File: config.mk
export PLATFORM = sky130hd
export DESIGN_NAME = team_06_mode_ctrl
export DESIGN_NICKNAME = d
export VERILOG_FILES = /design/src/rtl/team_06_ctrl_pkg.sv /design/src/rtl/team_06_debounce.sv /design/src/rtl/team_06_mode_ctrl.sv
export SDC_FILE = /design/constraint.sdc
export NUM_CORES = 1
export LEC_CHECK = 0
export ABC_CLOCK_PERIOD_IN_PS = 2300
export CORE_MARGIN = 3
export CORE_UTILIZATION = 48
export DETAILED_ROUTE_END_ITERATION = 16
export DONT_BUFFER_PORTS = 1
export PLACE_DENSITY = 0.75
export SETUP_SLACK_MARGIN = 0.15
export SYNTH_ARGS = -nofsm -noshare
export SYNTH_HDL_FRONTEND = slang
export SYNTH_SLANG_ARGS = --single-unit
export TNS_END_PERCENT = 5
File: constraint.sdc
create_clock -name hwclk -period 2.3 [get_ports hwclk]
set_input_delay 0.69 -clock hwclk [delete_from_list [all_inputs] [get_ports hwclk]]
set_output_delay 0.69 -clock hwclk [all_outputs]
set_load 0.05 [all_outputs]
File: src/rtl/team_06_ctrl_pkg.sv
// Shared types for the team_06 user-control sequencer: commit FSM states,
// button indices and the quadrature encoder step encoding.
package team_06_ctrl_pkg;

  typedef enum logic {
    ST_IDLE    = 1'b0,
    ST_PENDING = 1'b1
  } commit_state_e;

  typedef enum logic [1:0] {
    BTN_PTT    = 2'd0,
    BTN_MUTE   = 2'd1,
    BTN_EFFECT = 2'd2,
    BTN_GATE   = 2'd3
  } btn_idx_e;

  typedef enum logic [1:0] {
    STEP_NONE = 2'd0,
    STEP_UP   = 2'd1,
    STEP_DN   = 2'd2
  } quad_step_e;

  // Gray sequence 00->01->11->10->00 counts up; a two-bit jump is ignored.
  function automatic quad_step_e quad_step(input logic [1:0] prev, input logic [1:0] cur);
    quad_step_e s;
    case ({prev, cur})
      4'b0001, 4'b0111, 4'b1110, 4'b1000: s = STEP_UP;
      4'b0100, 4'b1101, 4'b1011, 4'b0010: s = STEP_DN;
      default:                            s = STEP_NONE;
    endcase
    return s;
  endfunction

endpackage

File: src/rtl/team_06_debounce.sv
// One push-button conditioner: 2-flop synchronizer, stability counter,
// debounced level and a registered one-cycle press pulse on its rising edge.
module team_06_debounce #(
  parameter int DEBOUNCE_CYCLES = 16
) (
  input  logic hwclk,
  input  logic reset,
  input  logic raw,
  output logic level,
  output logic press
);

  localparam int CW = $clog2(DEBOUNCE_CYCLES + 1);

  logic          sync1_q, sync2_q;
  logic [CW-1:0] cnt_q, cnt_d;
  logic          level_q, level_d;
  logic          press_q, press_d;

  always_comb begin
    cnt_d   = '0;
    level_d = level_q;
    if (sync2_q != level_q) begin
      if (cnt_q == CW'(DEBOUNCE_CYCLES)) level_d = ~level_q;
      else                               cnt_d   = cnt_q + 1'b1;
    end
    press_d = level_d & ~level_q;
  end

  always_ff @(posedge hwclk or posedge reset) begin
    if (reset) begin
      sync1_q <= 1'b0;
      sync2_q <= 1'b0;
      cnt_q   <= '0;
      level_q <= 1'b0;
      press_q <= 1'b0;
    end else begin
      sync1_q <= raw;
      sync2_q <= sync1_q;
      cnt_q   <= cnt_d;
      level_q <= level_d;
      press_q <= press_d;
    end
  end

  assign level = level_q;
  assign press = press_q;

endmodule

File: src/rtl/team_06_mode_ctrl.sv
// User-control sequencer: debounced buttons and quadrature volume stage into
// pending registers, committed to the datapath only on a frame_tick.
module team_06_mode_ctrl
  import team_06_ctrl_pkg::*;
#(
  parameter int DEBOUNCE_CYCLES = 16,
  parameter int NUM_EFFECTS     = 4,
  parameter int VOL_BITS        = 4,
  parameter int VOL_RESET       = 8
) (
  input  logic                hwclk,
  input  logic                reset,
  input  logic [3:0]          pbs,
  input  logic [1:0]          vol,
  input  logic                frame_tick,
  output logic                ptt_active,
  output logic                mute,
  output logic                tx_en,
  output logic [1:0]          effect_sel,
  output logic                gate_en,
  output logic [VOL_BITS-1:0] vol_level,
  output logic                cfg_update
);

  logic [3:0] btn_level, btn_press;

  for (genvar i = 0; i < 4; i++) begin : g_btn
    team_06_debounce #(.DEBOUNCE_CYCLES(DEBOUNCE_CYCLES)) u_db (
      .hwclk (hwclk),
      .reset (reset),
      .raw   (pbs[i]),
      .level (btn_level[i]),
      .press (btn_press[i])
    );
  end

  logic [1:0] vol_s1_q, vol_s2_q, vol_prev_q;
  quad_step_e step_q;

  logic                pend_ptt_q, pend_ptt_d;
  logic                pend_mute_q, pend_mute_d;
  logic [1:0]          pend_eff_q, pend_eff_d;
  logic                pend_gate_q, pend_gate_d;
  logic [VOL_BITS-1:0] pend_vol_q, pend_vol_d;

  always_comb begin
    pend_ptt_d  = btn_level[BTN_PTT];
    pend_mute_d = pend_mute_q ^ btn_press[BTN_MUTE];
    pend_gate_d = pend_gate_q ^ btn_press[BTN_GATE];
    pend_eff_d  = pend_eff_q;
    if (btn_press[BTN_EFFECT])
      pend_eff_d = (pend_eff_q == 2'(NUM_EFFECTS - 1)) ? 2'd0 : pend_eff_q + 2'd1;
    pend_vol_d = pend_vol_q;
    case (step_q)
      STEP_UP: if (pend_vol_q != '1) pend_vol_d = pend_vol_q + 1'b1;
      STEP_DN: if (pend_vol_q != '0) pend_vol_d = pend_vol_q - 1'b1;
      default: pend_vol_d = pend_vol_q;
    endcase
  end

  always_ff @(posedge hwclk or posedge reset) begin
    if (reset) begin
      vol_s1_q    <= 2'b00;
      vol_s2_q    <= 2'b00;
      vol_prev_q  <= 2'b00;
      step_q      <= STEP_NONE;
      pend_ptt_q  <= 1'b0;
      pend_mute_q <= 1'b0;
      pend_eff_q  <= 2'd0;
      pend_gate_q <= 1'b0;
      pend_vol_q  <= VOL_BITS'(VOL_RESET);
    end else begin
      vol_s1_q    <= vol;
      vol_s2_q    <= vol_s1_q;
      vol_prev_q  <= vol_s2_q;
      step_q      <= quad_step(vol_prev_q, vol_s2_q);
      pend_ptt_q  <= pend_ptt_d;
      pend_mute_q <= pend_mute_d;
      pend_eff_q  <= pend_eff_d;
      pend_gate_q <= pend_gate_d;
      pend_vol_q  <= pend_vol_d;
    end
  end

  commit_state_e       state_q;
  logic                ptt_q, mute_q, tx_en_q, gate_q, cfg_update_q;
  logic [1:0]          eff_q;
  logic [VOL_BITS-1:0] vol_q;
  logic                cfg_diff;

  assign cfg_diff = (pend_ptt_q != ptt_q) || (pend_mute_q != mute_q) ||
                    (pend_eff_q != eff_q) || (pend_gate_q != gate_q) ||
                    (pend_vol_q != vol_q);

  // Commit samples the pending registers before this edge's updates land,
  // so a coincident event is picked up by the next frame instead.
  always_ff @(posedge hwclk or posedge reset) begin
    if (reset) begin
      state_q      <= ST_IDLE;
      ptt_q        <= 1'b0;
      mute_q       <= 1'b0;
      tx_en_q      <= 1'b0;
      eff_q        <= 2'd0;
      gate_q       <= 1'b0;
      vol_q        <= VOL_BITS'(VOL_RESET);
      cfg_update_q <= 1'b0;
    end else begin
      cfg_update_q <= 1'b0;
      case (state_q)
        ST_IDLE: if (cfg_diff) state_q <= ST_PENDING;
        ST_PENDING: begin
          if (frame_tick) begin
            ptt_q        <= pend_ptt_q;
            mute_q       <= pend_mute_q;
            tx_en_q      <= pend_ptt_q & ~pend_mute_q;
            eff_q        <= pend_eff_q;
            gate_q       <= pend_gate_q;
            vol_q        <= pend_vol_q;
            cfg_update_q <= 1'b1;
            state_q      <= ST_IDLE;
          end else if (!cfg_diff) begin
            state_q <= ST_IDLE;
          end
        end
        default: state_q <= ST_IDLE;
      endcase
    end
  end

  assign ptt_active = ptt_q;
  assign mute       = mute_q;
  assign tx_en      = tx_en_q;
  assign effect_sel = eff_q;
  assign gate_en    = gate_q;
  assign vol_level  = vol_q;
  assign cfg_update = cfg_update_q;

endmodule
==> impl_metrics.json <==
{
  "cts_resized": 0,
  "cp.arrival_ns": 1.99,
  "final_cell_mix": "dfrtp_1 (62), xor2_1 (18), mux2_2 (17), nor2_1 (17), xnor2_1 (14)",
  "endpoint_kind": "flip-flop",
  "multi_input_area_mm2": 0.00101,
  "drive_gt1_frac": 0.173,
  "via_per_inst": 4.87,
  "route.detailed.drc": 0,
  "tightestPinTransition_ns": 0.542,
  "insertedDiodeCount": 0,
  "final_nets": 237,
  "ios": 20,
  "timing.final.crit_period_ns": 1.78,
  "syn_area_mm2": 0.00269,
  "startpoint_type": "flip-flop",
  "cts_htree_levels": 3,
  "status": "finished, final reports clean",
  "drt_iter0_drc": 48,
  "tns_ns": 0,
  "power_frac_seq": 0.535,
  "synth_warnings": 0,
  "cts.sinks": 64,
  "hold_class": "input port to asynchronous set/reset pin",
  "fp.coreArea_mm2": 0.00527,
  "ys_seq_area_frac": 0.596,
  "final_util": 0.564,
  "grt_max_degree": 41,
  "avgSynthCellArea_um2": 13.1,
  "fin_worst_skew_ns": 0.00608,
  "rows": 26,
  "wl_per_cell_um": 12.6,
  "antenna_found_initial": 0,
  "clock.fmax_ghz": 0.562,
  "p_clk_frac": 0.328,
  "hpwlAfterDp_mm": 2.60,
  "start_util": 0.511,
  "ys_ff_latch": 64,
  "die_h_um": 80.9,
  "grt_pass1_vias": 1509,
  "vias": 1413,
  "power_density_mw_per_mm2": 979,
  "sw_frac_of_total": 0.296,
  "p_int_w": 0.00205,
  "synth_edf_count": 0,
  "relSlewSlack": 0.638,
  "synthesis.nets": 228,
  "irDropWorstVdd_uv": 480,
  "max_cap_viol_count": 0,
  "nFillCells": 457,
  "period_share": 0.774,
  "post-cts-setup-buffers": 0,
  "finalMaxSlewViolations": 0,
  "postSynthCellCount": 206,
  "grt-ovfl-total": 0,
  "grt_pass1_wl_mm": 6.62,
  "gp_congestion": 0.721,
  "clockBufferDepth": 2,
  "area.growth.synth_to_final_pct": 10.5,
  "drt_wl_total_mm": 3.66,
  "io_buffers": 0,
  "p_sw_w": 0.000862,
  "async_flop_share": 1.00,
  "seq_area_mm2": 0.00160,
  "crit_type": "flip-flop to flip-flop",
  "p_leak_nw": 1.42,
  "hold_buffers": 0,
  "die_w_um": 80.9,
  "clk_transition_reported_paths_ns": 0.07,
  "grt.total_usage": 0.138,
  "insertion_delay_ns": 0.33,
  "postRouteAntennaNets": 0,
  "power_frac_comb": 0.137,
  "synthFlopType": "dfrtp_1",
  "hold_viol": 0,
  "ys_types": 32,
  "root_buffer": "clkbuf_8",
  "cts_tree": "yes",
  "cts_buffers": 9,
  "worstPathRequired_ns": 2.52,
  "rsz0062_at_grt": "false",
  "crit_fanout": 5,
  "drt-pass1-iter-count": 4,
  "dieArea_mm2": 0.00654,
  "setup_viol": 0,
  "final_common_cell": "dfrtp_1"
}
[metrics by stage]
stage	std cells	power, W	cell area [um2]	setup slack (ns)	hold slack (ns)
3_3_place_gp	274	0.00198	2770	0.578	0.332
5_1_grt	290	0.00309	2970	0.397	0.287
4_1_cts	290	0.00296	2970	0.512	0.275
6_report	290	0.00291	2970	0.521	0.270
2_1_floorplan	206	0.00194	2700	0.614	0.331
3_5_place_dp	274	0.00199	2770	0.539	0.335
[registers in the layout (all words and copies together) (netlist names), 2 cells and up]
name / cells
step_q: 2
pend_eff_q: 2
vol_prev_q: 2
effect_sel: 2
g_btn.u_db.press: 3
g_btn.u_db.level: 4
g_btn.u_db.cnt_q: 20
g_btn.u_db.sync1_q: 4
vol_level: 4
vol_s2_q: 2
vol_s1_q: 2
pend_vol_q: 4
g_btn.u_db.sync2_q: 4
[kinds of logic after synthesis]
logic type	Yosys count	synth area share
AO/OA/AOI/OAI	8	0.0177
XOR/XNOR	32	0.104
adder cells (fa/ha/maj)	13	0.0604
buffers and inverters	15	0.0279
flip-flops	64	0.596
multiplexers	18	0.0748
AND/OR/NAND/NOR	56	0.119
[synthesized netlist by cell type (all sizes together), types with 3 or more instances]
library cell | number | area [um2]
dfrtp | 62 | 1550
xor2 | 18 | 158
mux2 | 17 | 191
nor2 | 17 | 63.8
xnor2 | 14 | 123
ha | 13 | 163
inv | 11 | 41.3
nand3 | 9 | 45.0
nand2 | 7 | 26.3
and2 | 6 | 37.5
buf | 3 | 30.0
nand2b | 3 | 26.3
nand4bb | 3 | 33.8
nor3b | 3 | 22.5
[power groups by stage]
stage	sequential, W	combinational (W)	clock, W
floorplan	0.00151	0.000435	0
global placement	0.00158	0.000400	0
detailed placement	0.00158	0.000410	0
CTS	0.00156	0.000411	0.000990
global route	0.00158	0.000459	0.00104
finish	0.00156	0.000399	0.000954
[critical path: stages (launching register included)]
cell and delay, ns:
dfrtp_1 0.38, inv_1 0.08, ha_1 0.27, nand2b_4 0.07, or4_4 0.42, nand2_1 0.11
mux2_2 0.33
[layer usage]
layer  GRT usage  up-vias  routed length, um
li1            -      696                  -
met1       0.158      687               1600
met2       0.214       24               1770
met3      0.0654        6                223
met4      0.0760        0                 74
met5           0        -                  0
[path summary, 6_finish.rpt]
kind / from / endpoint / slack, ns / cells past startpoint
worst max-delay path: step_q[0]$_DFF_PP0_ / pend_vol_q[1]$_DFFE_PP0P_ / 0.52 / 6
min in group hwclk: vol_s1_q[1]$_DFF_PP0_ / vol_s2_q[1]$_DFF_PP0_ / 0.35 / 0
max in group asynchronous: reset / pend_vol_q[3]$_DFFE_PP1P_ / 1.42 / 2
worst max register to register: step_q[0]$_DFF_PP0_ / pend_vol_q[1]$_DFFE_PP0P_ / 0.52 / 6
worst min-delay path: reset / g_btn[1].u_db.sync2_q$_DFF_PP0_ / 0.27 / 1
worst min register to register: vol_s1_q[1]$_DFF_PP0_ / vol_s2_q[1]$_DFF_PP0_ / 0.35 / 0
[layout make-up]
class | instances | area share
timing repair buffer | 1 | 0.00673
sequential | 64 | 0.539
inverter | 12 | 0.0164
clock inverter | 2 | 0.0126
tap | 70 | 0.0294
multi-input combinational | 127 | 0.341
clock buffer | 14 | 0.0547
Power figures use the tool's default switching activity.
